<file path="src/rtl/argmax_scan.sv">
// Snapshots NUM_CLASS signed results on START and scans them one word per clock for the largest.
// Optional ARGMAX_TOP2_EN also tracks the second-largest; when undefined, SECOND_* read as 0.
module argmax_scan #(
  parameter int NUM_CLASS = 46,
  parameter int DATA_W    = 32,
  parameter int IDX_W     = 6
) (
  input  logic                        CLK,
  input  logic                        RESET,
  input  logic                        START,
  input  logic [NUM_CLASS*DATA_W-1:0] RESULTS,
  output logic                        BUSY,
  output logic                        DONE,
  output logic [IDX_W-1:0]            MAX_IDX,
  output logic [DATA_W-1:0]           MAX_VAL,
  output logic [IDX_W-1:0]            SECOND_IDX,
  output logic [DATA_W-1:0]           SECOND_VAL
);
  typedef enum logic [1:0] {IDLE, SCAN, FINISH} state_t;
  localparam logic [IDX_W-1:0] LAST_IDX = IDX_W'(NUM_CLASS - 1);

  state_t                   state_q, state_d;
  logic [IDX_W-1:0]         cnt_q, cnt_d;
  logic                     load;
  logic                     scan_last;
  logic                     done_edge;
  logic signed [DATA_W-1:0] snap_q [NUM_CLASS];
  logic signed [DATA_W-1:0] word;

  logic [IDX_W-1:0]         max_idx_q, max_idx_d, max_idx_out_q;
  logic signed [DATA_W-1:0] max_val_q, max_val_d, max_val_out_q;

  always_ff @(posedge CLK or posedge RESET) begin
    if (RESET) begin
      state_q <= IDLE;
      cnt_q   <= '0;
    end else begin
      state_q <= state_d;
      cnt_q   <= cnt_d;
    end
  end

  always_comb begin
    state_d   = state_q;
    cnt_d     = cnt_q;
    load      = 1'b0;
    word      = snap_q[cnt_q];
    scan_last = (cnt_q == LAST_IDX);
    done_edge = 1'b0;
    case (state_q)
      IDLE: begin
        if (START) begin
          load    = 1'b1;
          cnt_d   = '0;
          state_d = SCAN;
        end
      end
      SCAN: begin
        if (scan_last) begin
          done_edge = 1'b1;
          state_d   = FINISH;
        end else begin
          cnt_d = cnt_q + IDX_W'(1);
        end
      end
      FINISH: begin
        // A START here restarts immediately, giving back-to-back scans.
        state_d = IDLE;
        if (START) begin
          load    = 1'b1;
          cnt_d   = '0;
          state_d = SCAN;
        end
      end
      default: state_d = IDLE;
    endcase
  end

  always_ff @(posedge CLK or posedge RESET) begin
    if (RESET) begin
      for (int k = 0; k < NUM_CLASS; k++) snap_q[k] <= '0;
    end else if (load) begin
      for (int k = 0; k < NUM_CLASS; k++) snap_q[k] <= RESULTS[k*DATA_W +: DATA_W];
    end
  end

  // Strict compare: equal values never displace the earlier (lower) index.
  always_comb begin
    max_idx_d = max_idx_q;
    max_val_d = max_val_q;
    if (state_q == SCAN) begin
      if (cnt_q == '0) begin
        max_idx_d = '0;
        max_val_d = word;
      end else if (word > max_val_q) begin
        max_idx_d = cnt_q;
        max_val_d = word;
      end
    end
  end

  always_ff @(posedge CLK or posedge RESET) begin
    if (RESET) begin
      max_idx_q     <= '0;
      max_val_q     <= '0;
      max_idx_out_q <= '0;
      max_val_out_q <= '0;
    end else begin
      max_idx_q <= max_idx_d;
      max_val_q <= max_val_d;
      if (done_edge) begin
        max_idx_out_q <= max_idx_d;
        max_val_out_q <= max_val_d;
      end
    end
  end

  assign BUSY    = (state_q != IDLE);
  assign DONE    = (state_q == FINISH);
  assign MAX_IDX = max_idx_out_q;
  assign MAX_VAL = max_val_out_q;

`ifdef ARGMAX_TOP2_EN
  logic [IDX_W-1:0]         sec_idx_q, sec_idx_d, sec_idx_out_q;
  logic signed [DATA_W-1:0] sec_val_q, sec_val_d, sec_val_out_q;
  logic                     sec_vld_q, sec_vld_d;

  always_comb begin
    sec_idx_d = sec_idx_q;
    sec_val_d = sec_val_q;
    sec_vld_d = sec_vld_q;
    if (state_q == SCAN) begin
      if (cnt_q == '0) begin
        sec_vld_d = 1'b0;
      end else if (word > max_val_q) begin
        sec_idx_d = max_idx_q;
        sec_val_d = max_val_q;
        sec_vld_d = 1'b1;
      end else if (!sec_vld_q || (word > sec_val_q)) begin
        sec_idx_d = cnt_q;
        sec_val_d = word;
        sec_vld_d = 1'b1;
      end
    end
  end

  always_ff @(posedge CLK or posedge RESET) begin
    if (RESET) begin
      sec_idx_q     <= '0;
      sec_val_q     <= '0;
      sec_vld_q     <= 1'b0;
      sec_idx_out_q <= '0;
      sec_val_out_q <= '0;
    end else begin
      sec_idx_q <= sec_idx_d;
      sec_val_q <= sec_val_d;
      sec_vld_q <= sec_vld_d;
      if (done_edge) begin
        sec_idx_out_q <= sec_idx_d;
        sec_val_out_q <= sec_val_d;
      end
    end
  end

  assign SECOND_IDX = sec_idx_out_q;
  assign SECOND_VAL = sec_val_out_q;
`else
  assign SECOND_IDX = '0;
  assign SECOND_VAL = '0;
`endif

endmodule

</file>
<file path="config.mk">
export PLATFORM = sky130hd
export DESIGN_NAME = argmax_scan
export DESIGN_NICKNAME = d
export VERILOG_FILES = /design/src/rtl/argmax_scan.sv
export SDC_FILE = /design/constraint.sdc
export NUM_CORES = 2
export LEC_CHECK = 0
export ABC_CLOCK_PERIOD_IN_PS = 65700
export CAP_MARGIN = 20
export CORE_AREA = 5 5 596 598
export CTS_BUF_LIST = sky130_fd_sc_hd__clkbuf_16
export DETAILED_ROUTE_END_ITERATION = 7
export DIE_AREA = 0 0 601 603
export GPL_ROUTABILITY_DRIVEN = 0
export PLACE_DENSITY = 0.4
export SLEW_MARGIN = 5
export SYNTH_ARGS = -nofsm -noshare
export SYNTH_HDL_FRONTEND = slang
export SYNTH_SLANG_ARGS = --single-unit
</file>
<file path="constraint.sdc">
create_clock -name CLK -period 65.7 [get_ports CLK]
set_input_delay 13.14 -clock CLK [delete_from_list [all_inputs] [get_ports CLK]]
set_output_delay 13.14 -clock CLK [all_outputs]
set_load 0.02 [all_outputs]
</file>
After elaboration in Yosys (flattened, before gate mapping). Cells that the tools add are included. Widths: inputs -> output; s select.

Bits in registers: 1556. Bits of input ports: 1475. Output and inout port bits: 78. Word-level logic and storage cells: 90.

Add/sub/neg operators: 1. Magnitude comparators: 2. Equal/unequal tests: 7. Mux-type cells: 20. Bitwise gates (word level): 1. Reductions and logical operators: 7.

Operator list (number): $bmux 32 s6 (1); $mux 32 (5); $gt 32x32->1 (1); $mux 6 (5); $pmux 6 s2 (1); $ge 7x7->1 const B (1); $not 6->7 (1); $add 6x1->6 const B (1); $eq 6x6->1 const B (1); $logic_not 6->1 (1); $ne 2x2->1 const B (3); $pmux 2 s3 (1); $mux 1 (5); $mux 2 (2); $reduce_bool 2->1 (2); $reduce_and 3->1 (1); $eq 2x1->1 const B (1); $eq 2x2->1 const B (1); $logic_not 2->1 (1); $ne 2x1->1 const B (1); $reduce_and 2->1 (1); $reduce_or 2->1 (1).

Longest topological paths before layout.
Depth after elaboration: 8. Depth in mapped cells: 20.

Least setup slack after synthesis. No wires, ideal clock.

Kind: input port to flip-flop. Start: in START. End: reg snap_q[1000] in the netlist's numbering. Arrival: 14.453 ns. Required time: 65.635 ns. Slack: 51.182 ns. Stages: 7. Cell sequence: nor2b_1 > clkbuf_1 > clkbuf_1 > clkbuf_1 > clkbuf_1 > nand2_1 > nand2_1.

Longest elaborated chain between the ends: 2.

Ends and longest elaborated chain: start, declared (line 10) `input logic START,`; $mux 1 (line 52, 69); $mux 1; end, declared (line 27) `logic signed [DATA_W-1:0] snap_q [NUM_CLASS];`.

Every way passes these cells. A chain may end at the register's enable or synchronous reset.

Worst setup path after layout.
Start: in START. End: reg snap_q[1225] in the netlist's numbering.

Same word-level chain as after synthesis.

==> impl_metrics.csv <==
group,metric,value,unit
status,outcome,"finished clean",
worst_setup_path,critical_path.max_fanout,179,
clock_network,hold_buffers,0,
logic_synthesis,synth_edf_count,0,
final_layout,area.sequential,39000,µm²
clock_network,clockBufferDepth,4,
sta,worstMarginPinSlew,1.43,ns
clock_network,cts_sinks,1556,
worst_setup_path,rrSetupSlack,56.04,ns
worst_setup_path,critPathRequiredTime,66.47,ns
worst_setup_path,crit_path_start_kind,"input pin",
global_route,grt_first_pass_wirelength,549,mm
final_layout,fin_util,0.280,
sta,setup_viol,0,
power_and_ir_drop,power.density,51.1,nW/µm²
global_route,grt_start_max_net_pins,200,
logic_synthesis,synthCells,7738,
floorplan,die_h,603,µm
floorplan,die_x,601,µm
final_layout,fin_nets,10600,
sta,hold_viol,0,
power_and_ir_drop,power.total,4.99,mW
placement,io_buffers,1514,
sta,post-route-period-util,0.277,
power_and_ir_drop,clkPwrFrac,0.208,
worst_setup_path,path_class,"in2reg",
sta,maxSlewViolCount,0,
floorplan,die_area,362000,µm²
global_route,overflow,0,
drt,first_iter_violations,5124,
clock_network,cts_tree,"done",
floorplan,initial_core_util,0.205,
clock_network,cts_resized,0,
global_route,first_global_vias,64500,
floorplan,ioPinCount,1553,
drt,wl_per_cell,29.2,µm
logic_synthesis,synth_flop_cell,"dfrtp_1",
logic_synthesis,synthArstFlopShare,1.00,
final_layout,area_delta_synth_final,36.6,%
floorplan,rows,217,
sta,finalCriticalPeriod,18.22,ns
logic_synthesis,avgSynthCellArea,9.24,µm²
power_and_ir_drop,p_sw,2.17,mW
power_and_ir_drop,switching_share,0.435,
final_layout,multi_input_area,30100,µm²
final_layout,nFillCells,37300,
final_layout,drive_gt1_frac,0.0799,
global_route,globalRouteTotalUtil,0.217,
power_and_ir_drop,power_leakage,46.4,nW
clock_network,postCtsSetupBuffers,0,
power_and_ir_drop,comb_power_share,0.453,
drt,post_drt_via_cell_ratio,4.46,
logic_synthesis,ys_seq_area_frac,0.545,
hold_path,min_path_type,"reg2reg",
clock_network,insertion_delay,0.90,ns
final_layout,layout_commonest_cell,"nand2_1",
logic_synthesis,ys_ff_latch,1556,
drt,vias,62200,
sta,max_freq,54.9,MHz
drt,ant_nets,0,
worst_setup_path,cp-end-kind,"flip-flop",
drt,drt_wl_total,407,mm
clock_network,cts_root_buf,"clkbuf_16",
drt,drt_pass1_iterations,5,
clock_network,cts_buffers,195,
sta,max_slew_margin,0.0379,
worst_setup_path,crit_arrival,18.99,ns
run,maxCapViolCount,0,
logic_synthesis,ys_types,65,
sta,fin_ws,47.48,ns
logic_synthesis,syn_area,71500,µm²
clock_network,clkTransAtPathRegs,0.06,ns
sta,tns,0,ns
sta,fin_skew,0.0785,ns
power_and_ir_drop,vdd_drop_max,0.0496,mV
floorplan,core,349000,µm²
placement,post-place-ws,46.64,ns
global_route,antenna_found_initial,299,
power_and_ir_drop,p_int,2.82,mW
clock_network,h-tree-depth,4,
logic_synthesis,ys_warn_count,0,
drt,drc,0,
placement,hpwl,320,mm
final_layout,layout_common_cells,"nand2_1 (4518), dfrtp_1 (1551), clkdlybuf4s50_1 (1514), mux4_2 (281), mux2i_1 (216)",
sta,grt_setup_unrepaired,"false",
power_and_ir_drop,p_seq_frac,0.339,
## critical path: stages
cell and delay [ns]:
clkdlybuf4s50_1 0.48, nand2b_4 0.69, buf_4 0.83, buf_4 0.79, buf_4 0.85, buf_4 0.89, buf_12 0.61, nand2_1 0.14
nand2_1 0.10
## synthesized netlist by cell type (9+ instances only)
master     count  area (µm²)
nand2_1     4518       17000
dfrtp_1     1556       38900
clkbuf_1     382        1430
mux4_2       281        6330
mux2i_1      216        2160
a21oi_1       81         405
buf_2         57         285
buf_4         52         390
o221ai_1      52         455
o21ai_0       48         240
nor2_1        40         150
inv_1         39         146
ha_1          35         438
mux2_2        35         394
buf_6         31         349
a221oi_1      25         219
a22oi_1       25         188
o2111ai_1     24         210
o22ai_1       24         150
buf_1         21        78.8
a32o_1        18         180
nand3_1       17        85.1
nor2b_1       14        87.6
a211oi_1      13        97.6
a22o_1        10        87.6
o31ai_1        9        67.6
## power groups by stage
stage	registers (mW)	logic [mW]	clock network, mW
after global routing	1.74	2.46	1.10
after global placement	1.68	2.30	0
after CTS	1.69	2.32	1.07
final	1.69	2.26	1.04
after floorplan	1.59	1.30	0
after detailed placement	1.70	2.31	0
## kinds of logic (layout without fill, tap and decap cells)
family,after synthesis,after routing,share of synthesized area
xor gates and xnor gates,4,4,0.000490
and+or+nand+nor,4625,4625,0.245
AOI/OAI and AO/OA,395,395,0.0405
buffers and inverters,584,2040,0.0377
adders and majority gates,35,35,0.00613
DFF,1556,1556,0.545
muxes,538,538,0.125
other,1,142,0.0000525
## through the flow
| stage | instances | instance area (µm²) | hold WS (ns) |
|---|---|---|---|
| floorplan | 7775 | 71600 | 0.440 |
| global placement | 13500 | 91300 | 0.452 |
| detailed placement | 13500 | 91300 | 0.457 |
| CTS | 13800 | 97300 | 0.472 |
| global route | 13900 | 97600 | 0.480 |
| finish | 13900 | 97600 | 0.468 |
## state kept, by name, indices dropped and copies added, names as in the netlist
signal	count
MAX_IDX	6
state_q	2
max_val_q	32
MAX_VAL	32
snap_q	1472
max_idx_q	6
cnt_q	6
## metal layers
| layer | global-route usage | vias up | routed length, µm |
|---|---|---|---|
| met2 | 0.365 | 2162 | 198000 |
| met5 | 0 | - | 657 |
| met4 | 0.0863 | 108 | 16000 |
| met1 | 0.272 | 31400 | 169000 |
| met3 | 0.0445 | 717 | 24100 |
| li1 | - | 27800 | - |
## worst paths after layout
kind,from,to,cells after the start
setup / recovery,START,snap_q[1225],9
hold / removal,snap_q[1123],snap_q[1123],2
max in group asynchronous,RESET,snap_q[1205],8
hold reg to reg,snap_q[1123],snap_q[1123],2
min in group asynchronous,RESET,snap_q[569],2
setup reg to reg,cnt_q[0],max_val_q[15],18
## layout make-up
class | instances | share of cell area
diodes | 104 | 0.00267
clock buffers | 198 | 0.0507
clock inverters | 153 | 0.0106
inverters | 40 | 0.00161
multi-input cells | 5635 | 0.308
flip-flops and latches | 1556 | 0.399
well taps | 4599 | 0.0589
repair buffers | 1649 | 0.168
Power figures use the tool's default switching activity.
